File: src/rtl/simple_bus_pkg.sv
// Shared types and defaults for the simple bus arbiter: transfer modes,
// FSM state encoding and default sizing.
package simple_bus_pkg;

  localparam int NREQ_DEFAULT    = 4;
  localparam int TIMEOUT_DEFAULT = 15;

  typedef enum logic [1:0] {
    MODE_NOP   = 2'b00,
    MODE_READ  = 2'b01,
    MODE_WRITE = 2'b10,
    MODE_RSVD  = 2'b11
  } mode_t;

  typedef logic [2:0] state_t;

  localparam state_t ST_IDLE  = 3'd0;
  localparam state_t ST_GRANT = 3'd1;
  localparam state_t ST_START = 3'd2;
  localparam state_t ST_WAIT  = 3'd3;
  localparam state_t ST_RESP  = 3'd4;

endpackage

File: src/rtl/rr_picker.sv
// Round-robin picker: first set req bit at or above ptr, wrapping modulo NREQ.
module rr_picker #(
  parameter int  NREQ = 4,
  localparam int PW   = $clog2(NREQ)
) (
  input  logic [NREQ-1:0] req,
  input  logic [PW-1:0]   ptr,
  output logic [PW-1:0]   winner,
  output logic            valid
);

  logic [2*NREQ-1:0] dbl;
  logic [NREQ-1:0]   rot;
  logic [PW:0]       sum;

  // Rotating a doubled copy puts the ptr slot at bit 0, so the search is a
  // plain lowest-set-bit scan; the offset is then added back modulo NREQ.
  always_comb begin
    dbl    = {req, req};
    rot    = dbl[ptr +: NREQ];
    sum    = '0;
    valid  = 1'b0;
    winner = '0;
    for (int k = NREQ - 1; k >= 0; k--) begin
      if (rot[k]) begin
        sum   = {1'b0, ptr} + (PW+1)'(k);
        valid = 1'b1;
      end
    end
    if (sum >= (PW+1)'(NREQ)) sum = sum - (PW+1)'(NREQ);
    winner = sum[PW-1:0];
  end

endmodule

File: src/rtl/simple_bus_arbiter.sv
// Round-robin arbiter sharing one memory port among NREQ requesters, with a
// per-transfer wait timeout.
//
// state | meaning
// IDLE  | waiting for any req; latches winner and its addr/data/mode
// GRANT | gnt pulse to the winner
// START | mem_start pulse toward memory
// WAIT  | waiting for mem_rdy or timeout
// RESP  | done (and err on timeout) pulse; advance round-robin pointer
module simple_bus_arbiter
  import simple_bus_pkg::*;
#(
  parameter int NREQ    = NREQ_DEFAULT,
  parameter int TIMEOUT = TIMEOUT_DEFAULT
) (
  input  logic              clk,
  input  logic              rst_n,
  input  logic [NREQ-1:0]   req,
  input  logic [NREQ*8-1:0] req_addr,
  input  logic [NREQ*8-1:0] req_data,
  input  logic [NREQ*2-1:0] req_mode,
  output logic [NREQ-1:0]   gnt,
  output logic [NREQ-1:0]   done,
  output logic [NREQ-1:0]   err,
  output logic [7:0]        rd_data,
  output logic              busy,
  output logic              mem_start,
  output logic [7:0]        mem_addr,
  output logic [7:0]        mem_data,
  output logic [1:0]        mem_mode,
  input  logic              mem_rdy,
  input  logic [7:0]        mem_rdata
);

  localparam int PW = $clog2(NREQ);

  state_t          state;
  logic [PW-1:0]   ptr;
  logic [PW-1:0]   win;
  logic [7:0]      cnt;
  logic [PW-1:0]   pick_win;
  logic            pick_valid;
  logic [NREQ-1:0] win_oh;
  logic [7:0]      sel_addr;
  logic [7:0]      sel_data;
  logic [1:0]      sel_mode;

  rr_picker #(.NREQ(NREQ)) u_pick (
    .req    (req),
    .ptr    (ptr),
    .winner (pick_win),
    .valid  (pick_valid)
  );

  assign win_oh = NREQ'(1) << win;

  always_comb begin
    sel_addr = '0;
    sel_data = '0;
    sel_mode = '0;
    for (int i = 0; i < NREQ; i++) begin
      if (pick_win == PW'(i)) begin
        sel_addr = req_addr[i*8 +: 8];
        sel_data = req_data[i*8 +: 8];
        sel_mode = req_mode[i*2 +: 2];
      end
    end
  end

  always_ff @(posedge clk or negedge rst_n) begin
    if (!rst_n) begin
      state     <= ST_IDLE;
      ptr       <= '0;
      win       <= '0;
      cnt       <= '0;
      gnt       <= '0;
      done      <= '0;
      err       <= '0;
      rd_data   <= '0;
      busy      <= 1'b0;
      mem_start <= 1'b0;
      mem_addr  <= '0;
      mem_data  <= '0;
      mem_mode  <= '0;
    end else begin
      gnt       <= '0;
      done      <= '0;
      err       <= '0;
      mem_start <= 1'b0;
      case (state)
        ST_IDLE: begin
          if (pick_valid) begin
            win      <= pick_win;
            mem_addr <= sel_addr;
            mem_data <= sel_data;
            mem_mode <= sel_mode;
            gnt      <= NREQ'(1) << pick_win;
            busy     <= 1'b1;
            state    <= ST_GRANT;
          end
        end
        ST_GRANT: begin
          mem_start <= 1'b1;
          state     <= ST_START;
        end
        ST_START: begin
          cnt   <= '0;
          state <= ST_WAIT;
        end
        ST_WAIT: begin
          if (mem_rdy) begin
            rd_data <= mem_rdata;
            done    <= win_oh;
            state   <= ST_RESP;
          end else if (cnt == 8'(TIMEOUT - 1)) begin
            rd_data <= '0;
            done    <= win_oh;
            err     <= win_oh;
            state   <= ST_RESP;
          end else begin
            cnt <= cnt + 8'd1;
          end
        end
        ST_RESP: begin
          ptr   <= (win == PW'(NREQ - 1)) ? '0 : win + PW'(1);
          busy  <= 1'b0;
          state <= ST_IDLE;
        end
        default: state <= ST_IDLE;
      endcase
    end
  end

endmodule

File: config.mk
export PLATFORM = sky130hd
export DESIGN_NAME = simple_bus_arbiter
export DESIGN_NICKNAME = d
export VERILOG_FILES = /design/src/rtl/simple_bus_pkg.sv /design/src/rtl/rr_picker.sv /design/src/rtl/simple_bus_arbiter.sv
export SDC_FILE = /design/constraint.sdc
export NUM_CORES = 1
export LEC_CHECK = 0
export ABC_AREA = 1
export CAP_MARGIN = 20
export CELL_PAD_IN_SITES_DETAIL_PLACEMENT = 1
export CELL_PAD_IN_SITES_GLOBAL_PLACEMENT = 1
export CORE_ASPECT_RATIO = 0.9
export CORE_MARGIN = 2
export CORE_UTILIZATION = 32
export DETAILED_ROUTE_END_ITERATION = 7
export PLACE_DENSITY_LB_ADDON = 0.08
export RECOVER_POWER = 25
export SLEW_MARGIN = 0
export SYNTH_ARGS = -nofsm -noshare
export SYNTH_HDL_FRONTEND = slang
export SYNTH_SLANG_ARGS = --single-unit
File: constraint.sdc
create_clock -name clk -period 4.65 [get_ports clk]
set_input_delay 0.93 -clock clk [delete_from_list [all_inputs] [get_ports clk]]
set_output_delay 0.93 -clock clk [all_outputs]
set_load 0.01 [all_outputs]
==> results of run 1 <==
## path summary, 6_finish.rpt
check | end | slack [ps] | cells past startpoint
setup / recovery | mem_data[1] | 1720 | 13
hold / removal | rd_data[4] | 480 | 2
setup reg to reg | mem_data[1] | 2190 | 12
hold reg to reg | rd_data[4] | 480 | 2
max in group asynchronous | mem_data[7] | 3440 | 2
min in group asynchronous | rd_data[3] | 720 | 2
## cell usage in the layout (no fill, tap or decap), drive strengths merged
cell type      instances
nand4                 10
o2bb2ai                1
or2                    2
nor4                   2
o22ai                  1
dfrtp                 55
ha                     6
a21oi                  5
nor2                  59
nand3                 52
o21ai                 24
clkinv                 1
buf                    3
xor2                   1
o31ai                  1
nand2                134
clkdlybuf4s50        125
nor3                  11
clkbuf                 5
inv                   43
## cell type report
cell class | count | area, um2
clock buffer | 5 | 68.8
clock inverter | 3 | 31.3
fill | 1229 | 5030
inverter | 41 | 159
multi-input combinational | 309 | 1480
sequential | 55 | 1380
tap | 126 | 158
timing repair buffer | 128 | 1270
## kinds of logic (layout without fill, tap and decap cells)
| group | after synthesis | after routing | share of synthesized area |
|---|---|---|---|
| fa+ha+maj | 6 | 6 | 0.0240 |
| xor+xnor | 1 | 1 | 0.00280 |
| compound gates | 32 | 32 | 0.0548 |
| buf+inv | 56 | 177 | 0.0865 |
| flops | 55 | 55 | 0.440 |
| simple gates | 270 | 270 | 0.392 |
## routing by layer
| metal | GRT usage | vias up | part of all wire |
|---|---|---|---|
| li1 | - | 1583 | - |
| met1 | 0.259 | 1509 | 0.47 |
| met2 | 0.311 | 74 | 0.47 |
| met3 | 0.0314 | 6 | 0.051 |
| met4 | 0.0444 | 0 | 0.0096 |
| met5 | 0 | - | 0 |
## per-stage QoR
step | instances | utilization | power [W] | hold WS (ps)
finish | 667 | 0.475 | 0.00293 | 484
global route | 667 | 0.475 | 0.00322 | 514
CTS | 667 | 0.475 | 0.00298 | 489
detailed placement | 659 | 0.464 | 0.00267 | 460
global placement | 659 | 0.464 | 0.00262 | 452
floorplan | 420 | - | 0.00209 | 438
## power groups by stage
| stage | Clock, W | Sequential [W] | Combinational [W] |
|---|---|---|---|
| 6_report | 0.000296 | 0.000766 | 0.00187 |
| 5_1_grt | 0.000326 | 0.000789 | 0.00211 |
| 4_1_cts | 0.000310 | 0.000767 | 0.00191 |
| 3_5_place_dp | 0 | 0.000775 | 0.00190 |
| 3_3_place_gp | 0 | 0.000773 | 0.00185 |
| 2_1_floorplan | 0 | 0.000801 | 0.00129 |
## worst register-to-register path: stages (launching register included)
cell and delay (ps):
sky130_fd_sc_hd__dfrtp_1 590, sky130_fd_sc_hd__inv_4 110, sky130_fd_sc_hd__nand2_4 90, sky130_fd_sc_hd__nand3_4 130, sky130_fd_sc_hd__nand2_2 120, sky130_fd_sc_hd__nor2_1 50, sky130_fd_sc_hd__nand3_1 110, sky130_fd_sc_hd__nand2_2 240
sky130_fd_sc_hd__inv_2 350, sky130_fd_sc_hd__nand2_1 170, sky130_fd_sc_hd__nor2_4 260, sky130_fd_sc_hd__nand2_1 80, sky130_fd_sc_hd__nand3_1 100
## state kept, by name (all words and copies together), names as in the netlist
name	count
state	3
mem_mode	2
win	2
mem_start	1
err	4
mem_data	8
busy	1
done	4
ptr	2
mem_addr	8
rd_data	8
gnt	4
cnt	8
==> flow_summary_export.csv, run 1 <==
group,metric,value,unit
setup_path,cell_type_of_the_slowest_stage_on_the_worst_timing_path,"sky130_fd_sc_hd__clkdlybuf4s50_1",
synth,synth_cells,420,
sta,setup_ws,1720,ps
drt,avgRoutedWirePerCell,14.8,um
synth,synth.top_cells.by_area,"sky130_fd_sc_hd__dfrtp_1 44%, sky130_fd_sc_hd__nand2_1 15%, sky130_fd_sc_hd__nand3_1 8.2%, sky130_fd_sc_hd__nor2_1 6.7%, sky130_fd_sc_hd__inv_1 4.3%",
global_route,track_usage,0.188,
power_and_ir_drop,vdd_drop_max,0.000248,V
power_and_ir_drop,share_comb_of_total_power,0.638,
clock_tree,cts.path.max_buffers,2,
finish,nNetsFinal,633,
place,place_area,4440,um2
setup_path,cp_data_arrival_time,3190,ps
global_route,globalRoute.totalOverflow,0,
setup_path,timing.setup.critical_path_class,"input port to register",
sta,max_slew.worst_pin.slew,718,ps
die,boundaryPins,127,
job,cap_violations,0,
drt,num_vias,3172,
synth,synth-async-reset-ratio,1.00,
synth,synth_flop_cell,"sky130_fd_sc_hd__dfrtp_1",
setup_path,launching_element_of_the_worst_setup_path,"req[3]",
setup_path,critical_path.top_delay_family,"simple AND/OR/NAND/NOR gates",
clock_tree,root_buffer,"sky130_fd_sc_hd__clkbuf_8",
synth,synth.yosys.seq_area_share,0.440,
drt,initialDrtViolationCount,93,
die,rows,34,
sta,share_of_the_clock_period_used_by_the_worst_path_after_layout,0.629,
finish,fin_area,4540,um2
sta,final.setup_skew,7.04,ps
setup_path,regToRegStartpoint,"ptr[0]",
synth,synth.net_count,513,
sta,unrepaired_setup_endpoints_after_global_routing,"no",
hold_path,hold_path_startpoint,"rd_data[4]",
die,coreArea,9570,um2
clock_tree,resized_cells_post_cts,0,
power_and_ir_drop,intPower,0.00146,W
synth,synth.yosys.warnings,0,
power_and_ir_drop,power.share.clock,0.101,
power_and_ir_drop,power_density,645,nW/um2
setup_path,critical_path_peak_fanout,18,
synth,synth_area_leader_cell,"sky130_fd_sc_hd__dfrtp_1",
setup_path,timing.critical_path.cells,"clkdlybuf4s50_1 > inv_1 > nand2_2 > nand3_4 > nand2_2 > nor2_1 > nand3_1 > nand2_2 > inv_2 > nand2_1 > nor2_4 > nand2_1 > nand3_1",
die,x_dimension_of_the_die,108,um
sta,final-hold-violation-count,0,
synth,synthMostInstantiatedCell,"sky130_fd_sc_hd__nand2_1",
sta,period_needed,2930,ps
drt,post_drt_via_cell_ratio,4.76,
global_route,first_global_vias,3175,
synth,synth_cell_type_count,32,
drt,detail_route_antenna_nets,0,
synth,synth_largest_type_area_fraction,0.440,
clock_tree,tritoncts_clock_tree,"built",
clock_tree,cts.htree.levels,2,
setup_path,required,4910,ps
power_and_ir_drop,p_leak,2.11,nW
die,die_height,97.8,um
finish,layout-drive-gt1-share,0.0665,
place,dp_hpwl,7490,um
power_and_ir_drop,netSwitchingPower,0.00147,W
setup_path,cpPeakStageDelay,500,ps
finish,insertedDiodeCount,0,
setup_path,critPathBufInv,3,
clock_tree,cts.reportedPaths.clkPinSlew,110,ps
power_and_ir_drop,seqPwrFrac,0.261,
setup_path,setup.worst_path.end_class,"register",
synth,syn-cell-area,3130,um2
synth,postSynthAreaPerCell,7.44,um2
drt,drt_drc_violations_left,0,
clock_tree,postCtsSetupRepairBufs,0,
place,preCtsSetupSlack,1340,ps
setup_path,cpMostUsedCell,"sky130_fd_sc_hd__nand2_2",
die,initial_utilization,0.327,
global_route,antenna_found_initial,0,
clock_tree,tritoncts_num_sinks,55,
run_status,run_status,"finished, final reports clean",
drt,detail_route.first_pass.iterations,4,
finish,flow.area_growth_from_synthesis,45.4,%
sta,setup_viol,0,
clock_tree,clkLatencyLatePin,320,ps
sta,achievable-frequency,342,MHz
drt,finalWirelength,9860,um
global_route,grt_pass1_wl,15800,um
setup_path,timing.critical_path.from_type,"input port",
clock_tree,numCtsBuffers,5,
global_route,grt_start_max_net_pins,56,
clock_tree,cts_hold_repair.buffers,0,
place,place.port_buffers,126,
synth,ys_seq_elements,55,
sta,timing.max_slew.rel_slack,0.521,
synth,synthTopCellsByCount,"121 x sky130_fd_sc_hd__nand2_1, 56 x sky130_fd_sc_hd__nor2_1, 55 x sky130_fd_sc_hd__dfrtp_1",
die,die_area,10600,um2
place,finalWeightedCongestion,0.812,
synth,synth_enable_flop_cells,0,
power_and_ir_drop,sw_frac_of_total,0.502,
sta,fin_setup_tns,0,ps
sta,timing_max_transition_violations_final,0,
hold_path,hold_path.class,"register to register",
No activity file was read; power rests on OpenSTA's default activity.
==> inputs of run 2 (changes only) <==
CORE_UTILIZATION = 27   (was 32)
clock period = 2.4 ns   (was 4.65 ns; I/O delays follow)
==> run 2 against run 1 <==
  * Clock skew rose by 1.4 ps
  * First-iteration DRC count rose by 18%
  * Critical path depth rose by 3
  * Highest routed layer unchanged
  * Die area rose by 18%
  * Utilization fell by 5.8 points
  * Cell count rose by 6.0%
  * Cell area rose by 3.9%
  * Clock power rose to 2.7 times the previous value
  * Sequential power rose by 93%
  * Non-clock buffer count rose by 10
==> flow_summary_export.csv, run 2 (synthesized netlist as in run 1, its figures left out) <==
group,metric,value,unit
job,cap_violations,0,
hold_path,hold_path.class,"register to register",
finish,area.sequential,1380,um2
clock_tree,resized_cells_post_cts,0,
setup_path,required,2630,ps
place,place_area,4570,um2
die,die_height,106,um
place,finalWeightedCongestion,0.782,
clock_tree,cts.htree.levels,2,
clock_tree,numCtsBuffers,5,
setup_path,setup.worst_path.end_class,"register",
clock_tree,cts.path.max_buffers,2,
sta,final.setup_skew,8.45,ps
place,dp_hpwl,7750,um
drt,finalWirelength,10100,um
run_status,run_status,"finished, final reports clean",
drt,detail_route.first_pass.iterations,4,
drt,avgRoutedWirePerCell,14.3,um
setup_path,critical_path_peak_fanout,18,
finish,nNetsFinal,643,
sta,share_of_the_clock_period_used_by_the_worst_path_after_layout,0.877,
global_route,antenna_found_initial,0,
finish,mostFrequentLayoutCells,"125 x sky130_fd_sc_hd__clkdlybuf4s50_1, 121 x sky130_fd_sc_hd__nand2_1, 56 x sky130_fd_sc_hd__nor2_1, 55 x sky130_fd_sc_hd__dfrtp_1, 51 x sky130_fd_sc_hd__nand3_1",
drt,num_vias,3209,
finish,multi_input_comb_area,1480,um2
die,x_dimension_of_the_die,117,um
die,boundaryPins,127,
die,die_area,12500,um2
sta,max_slew.worst_pin.slew,1470,ps
setup_path,cp_data_arrival_time,2330,ps
setup_path,timing.critical_path.from_type,"input port",
clock_tree,clkLatencyLatePin,300,ps
clock_tree,cts_hold_repair.buffers,0,
global_route,grt_start_max_net_pins,56,
sta,timing.max_slew.rel_slack,0.0217,
drt,detail_route_antenna_nets,0,
clock_tree,cts.reportedPaths.clkPinSlew,80,ps
power_and_ir_drop,p_leak,2.18,nW
die,coreArea,11300,um2
place,place.port_buffers,126,
drt,topRoutingLayerUsed,"met4",
global_route,track_usage,0.166,
power_and_ir_drop,power_density,1290,nW/um2
clock_tree,tritoncts_num_sinks,55,
global_route,first_global_vias,3309,
drt,initialDrtViolationCount,110,
drt,post_drt_via_cell_ratio,4.54,
sta,final-hold-violation-count,0,
finish,insertedDiodeCount,0,
power_and_ir_drop,fin_total_pwr,0.00607,W
sta,timing_max_transition_violations_final,0,
drt,met1_length,4950,um
sta,period_needed,2100,ps
sta,unrepaired_setup_endpoints_after_global_routing,"no",
die,rows,37,
finish,most_common_cell_after_layout_fill_and_taps_aside,"sky130_fd_sc_hd__clkdlybuf4s50_1",
drt,dr_wl_met3,378,um
global_route,grt_pass1_wl,16900,um
sta,achievable-frequency,475,MHz
clock_tree,postCtsSetupRepairBufs,0,
finish,flow.area_growth_from_synthesis,51.1,%
clock_tree,root_buffer,"sky130_fd_sc_hd__clkbuf_16",
global_route,globalRoute.totalOverflow,0,
die,initial_utilization,0.276,
finish,num-fill-cells,1415,
finish,utilization,0.416,
sta,fin_setup_tns,0,ps
sta,setup_viol,0,
power_and_ir_drop,vdd_drop_max,0.000468,V
setup_path,timing.setup.critical_path_class,"input port to register",
drt,met2_length,4730,um
drt,drt_drc_violations_left,0,
finish,fin_area,4720,um2
finish,layout-drive-gt1-share,0.0835,
clock_tree,tritoncts_clock_tree,"built",
[run 2: cell count changes in the layout (fill, tap and decap cells not counted), sizes merged]
cell    change
clkbuf      +1
buf         +9
[run 2: final timing paths]
kind                            start     endpoint  slack (ps)  depth (start not counted)
max in group asynchronous       rst_n  mem_addr[1]         900                          2
min in group asynchronous       rst_n  mem_data[3]         580                          2
setup / recovery               req[2]  mem_addr[6]         300                         16
hold / removal             rd_data[4]   rd_data[4]         480                          2
hold reg to reg            rd_data[4]   rd_data[4]         480                          2
setup reg to reg               ptr[0]  mem_addr[6]         330                         15
[run 2: per-layer routing]
metal | global-route usage | vias up
met4 | 0.0284 | 0
met2 | 0.277 | 71
met5 | 0 | -
met3 | 0.0290 | 2
met1 | 0.230 | 1533
li1 | - | 1603
[run 2: report_power, final]
part | leakage [nW] | switching [W] | internal, W
sequential | 0.705 | 0.000219 | 0.00126
combinational | 1.40 | 0.00224 | 0.00155
clock | 0.0778 | 0.000388 | 0.000405
total | 2.18 | 0.00285 | 0.00322
[run 2: layout make-up]
class / count / share of cell area
multi-input combinational: 309 / 0.313
sequential: 55 / 0.291
timing repair buffer: 138 / 0.287
tap: 156 / 0.0413
inverter: 41 / 0.0337
clock buffer: 5 / 0.0265
clock inverter: 3 / 0.00662
[run 2: worst max-delay path, cell delays in order]
cell	delay (ps)
sky130_fd_sc_hd__clkdlybuf4s50_1	490
sky130_fd_sc_hd__nand2_1	100
sky130_fd_sc_hd__nand2_1	100
sky130_fd_sc_hd__nand2_1	60
sky130_fd_sc_hd__nand2_1	90
sky130_fd_sc_hd__nand2_1	50
sky130_fd_sc_hd__nand2_1	60
sky130_fd_sc_hd__inv_1	60
sky130_fd_sc_hd__nand2_4	70
sky130_fd_sc_hd__nand2_4	60
sky130_fd_sc_hd__buf_12	150
sky130_fd_sc_hd__nor2_8	240
sky130_fd_sc_hd__nand2_1	100
sky130_fd_sc_hd__nand2_1	80
sky130_fd_sc_hd__nand2_1	70
sky130_fd_sc_hd__nand3_1	70
[run 2: per-stage QoR]
| step | worst slack, ps | hold WS (ps) | std cells |
|---|---|---|---|
| 6_report | 296 | 476 | 707 |
| 5_1_grt | 29.3 | 497 | 707 |
| 4_1_cts | 287 | 364 | 707 |
| 3_5_place_dp | -13.7 | 460 | 699 |
| 3_3_place_gp | 55.0 | 455 | 699 |
| 2_1_floorplan | 641 | 184 | 420 |
==> inputs of run 3 (changes only) <==
CORE_UTILIZATION = 40   (was 27)
DONT_BUFFER_PORTS = 1   (was default)
==> run 3 against run 2 <==
  * Worst hold slack got worse by 260 ps
  * Flip-flop and latch count unchanged
  * Register-to-register slack got worse by 50 ps
  * Sequential power increased by 11%
  * First-iteration DRC count decreased by 37%
  * Largest cell class unchanged
  * Highest routed layer unchanged
==> flow_summary_export.csv, run 3 (synthesized netlist as in run 1, its figures left out) <==
group,metric,value,unit
run_status,run_status,"finished, final reports clean",
clock_tree,numCtsBuffers,5,
sta,timing_max_transition_violations_final,0,
hold_path,hold_path.class,"input port to register",
finish,utilization,0.434,
power_and_ir_drop,p_leak,1.64,nW
place,placed_cells_incl_taps,506,
setup_path,critical_path_peak_fanout,20,
drt,detail_route.first_pass.iterations,4,
clock_tree,root_buffer,"sky130_fd_sc_hd__clkbuf_8",
drt,drt_drc_violations_left,0,
drt,avgRoutedWirePerCell,16.7,um
global_route,globalRoute.totalOverflow,0,
place,dp_hpwl,6430,um
sta,setup_ws,276,ps
finish,most_common_cell_after_layout_fill_and_taps_aside,"sky130_fd_sc_hd__nand2_1",
sta,achievable-frequency,471,MHz
drt,post_drt_via_cell_ratio,5.40,
sta,unrepaired_setup_endpoints_after_global_routing,"no",
drt,detail_route_antenna_nets,0,
clock_tree,tritoncts_num_sinks,55,
die,initial_utilization,0.414,
finish,insertedDiodeCount,0,
clock_tree,cts.htree.levels,2,
finish,nNetsFinal,511,
clock_tree,tritoncts_clock_tree,"built",
hold_path,hold_path_startpoint,"mem_rdy",
finish,layoutNonFillerInstCount,515,
sta,final.setup_skew,10.1,ps
place,place.port_buffers,0,
setup_path,timing.setup.critical_path_class,"register to register",
finish,num-fill-cells,960,
setup_path,cp_data_arrival_time,2360,ps
clock_tree,clkLatencyLatePin,320,ps
place,preCtsSetupSlack,200,ps
sta,period_needed,2120,ps
finish,flow.area_growth_from_synthesis,4.88,%
die,x_dimension_of_the_die,97.2,um
clock_tree,cts.reportedPaths.clkPinSlew,120,ps
drt,num_vias,2779,
setup_path,flop_to_flop_setup_slack,280,ps
drt,initialDrtViolationCount,69,
sta,share_of_the_clock_period_used_by_the_worst_path_after_layout,0.885,
finish,layout-drive-gt1-share,0.0955,
sta,timing.max_slew.rel_slack,0.0593,
die,rows,30,
job,cap_violations,0,
clock_tree,cts.path.max_buffers,2,
setup_path,required,2630,ps
place,finalWeightedCongestion,0.839,
die,die_height,87.9,um
global_route,grt_start_max_net_pins,56,
global_route,first_global_vias,2795,
sta,fin_setup_tns,0,ps
sta,final-hold-violation-count,0,
global_route,track_usage,0.204,
setup_path,regToRegStartpoint,"ptr[1]",
drt,finalWirelength,8600,um
setup_path,setup.worst_path.end_class,"register",
die,boundaryPins,127,
global_route,antenna_found_initial,0,
clock_tree,postCtsSetupRepairBufs,0,
finish,mostFrequentLayoutCells,"121 x sky130_fd_sc_hd__nand2_1, 56 x sky130_fd_sc_hd__nor2_1, 54 x sky130_fd_sc_hd__dfrtp_1, 51 x sky130_fd_sc_hd__nand3_1, 36 x sky130_fd_sc_hd__inv_1",
power_and_ir_drop,vdd_drop_max,0.000632,V
power_and_ir_drop,power_density,1560,nW/um2
setup_path,timing.critical_path.from_type,"register",
sta,max_slew.worst_pin.slew,1410,ps
die,coreArea,7540,um2
global_route,grt_pass1_wl,14000,um
die,die_area,8540,um2
sta,setup_viol,0,
setup_path,launching_element_of_the_worst_setup_path,"ptr[1]",
sta,worst_hold_check_slack,212,ps
## run 3: layer usage
layer / wire length, um / GRT usage / share of wire / up-vias
li1: - / - / - / 1331
met1: 3950 / 0.275 / 0.46 / 1358
met2: 3950 / 0.329 / 0.46 / 83
met3: 638 / 0.0567 / 0.074 / 7
met4: 67 / 0.0499 / 0.0078 / 0
met5: 0 / 0 / 0 / -
## run 3: final timing paths
check	endpoint	cells after the start
setup / recovery	mem_addr[1]	12
hold / removal	err[2]	1
setup reg to reg	mem_addr[1]	12
hold reg to reg	mem_start	1
max in group asynchronous	ptr[0]	1
min in group asynchronous	mem_mode[0]	1
## run 3: what timing repair did
item,CTS,global route
gates resized for setup,0,1
endpoints found under the setup margin,0,12
hold endpoints to repair,55,0
hold buffers,1,0
## run 3: power by group
group          internal (W)  leakage [nW]  switching, W
sequential          0.00126         0.703      0.000374
combinational      0.000898         0.883       0.00198
clock              0.000225        0.0526      0.000370
## run 3: cell type report
cell class / count / area (um2) / share of cell area
multi-input cells: 309 / 1480 / 0.451
flip-flops and latches: 55 / 1380 / 0.420
inverters: 41 / 159 / 0.0485
well taps: 96 / 120 / 0.0366
clock buffers: 5 / 68.8 / 0.0210
repair buffers: 6 / 42.5 / 0.0130
clock inverters: 3 / 31.3 / 0.00954
## run 3: worst max-delay path, cell delays in order, from the launching register on
cell                      delay, ps
sky130_fd_sc_hd__dfrtp_1        530
sky130_fd_sc_hd__inv_2          130
sky130_fd_sc_hd__nand3_1        150
sky130_fd_sc_hd__nand2_2        110
sky130_fd_sc_hd__o21ai_2        190
sky130_fd_sc_hd__nand2_4        110
sky130_fd_sc_hd__nand2_4        240
sky130_fd_sc_hd__buf_4          260
sky130_fd_sc_hd__nor2_1          80
sky130_fd_sc_hd__nand2_1         70
sky130_fd_sc_hd__nand3_1         80
sky130_fd_sc_hd__nand2_1         60
sky130_fd_sc_hd__nand2_1         40
## run 3: metrics by stage
| step | total power, W | instance area, um2 |
|---|---|---|
| global route | 0.00565 | 3280 |
| global placement | 0.00444 | 3170 |
| floorplan | 0.00406 | 3130 |
| finish | 0.00511 | 3280 |
| detailed placement | 0.00454 | 3170 |
| CTS | 0.00519 | 3300 |
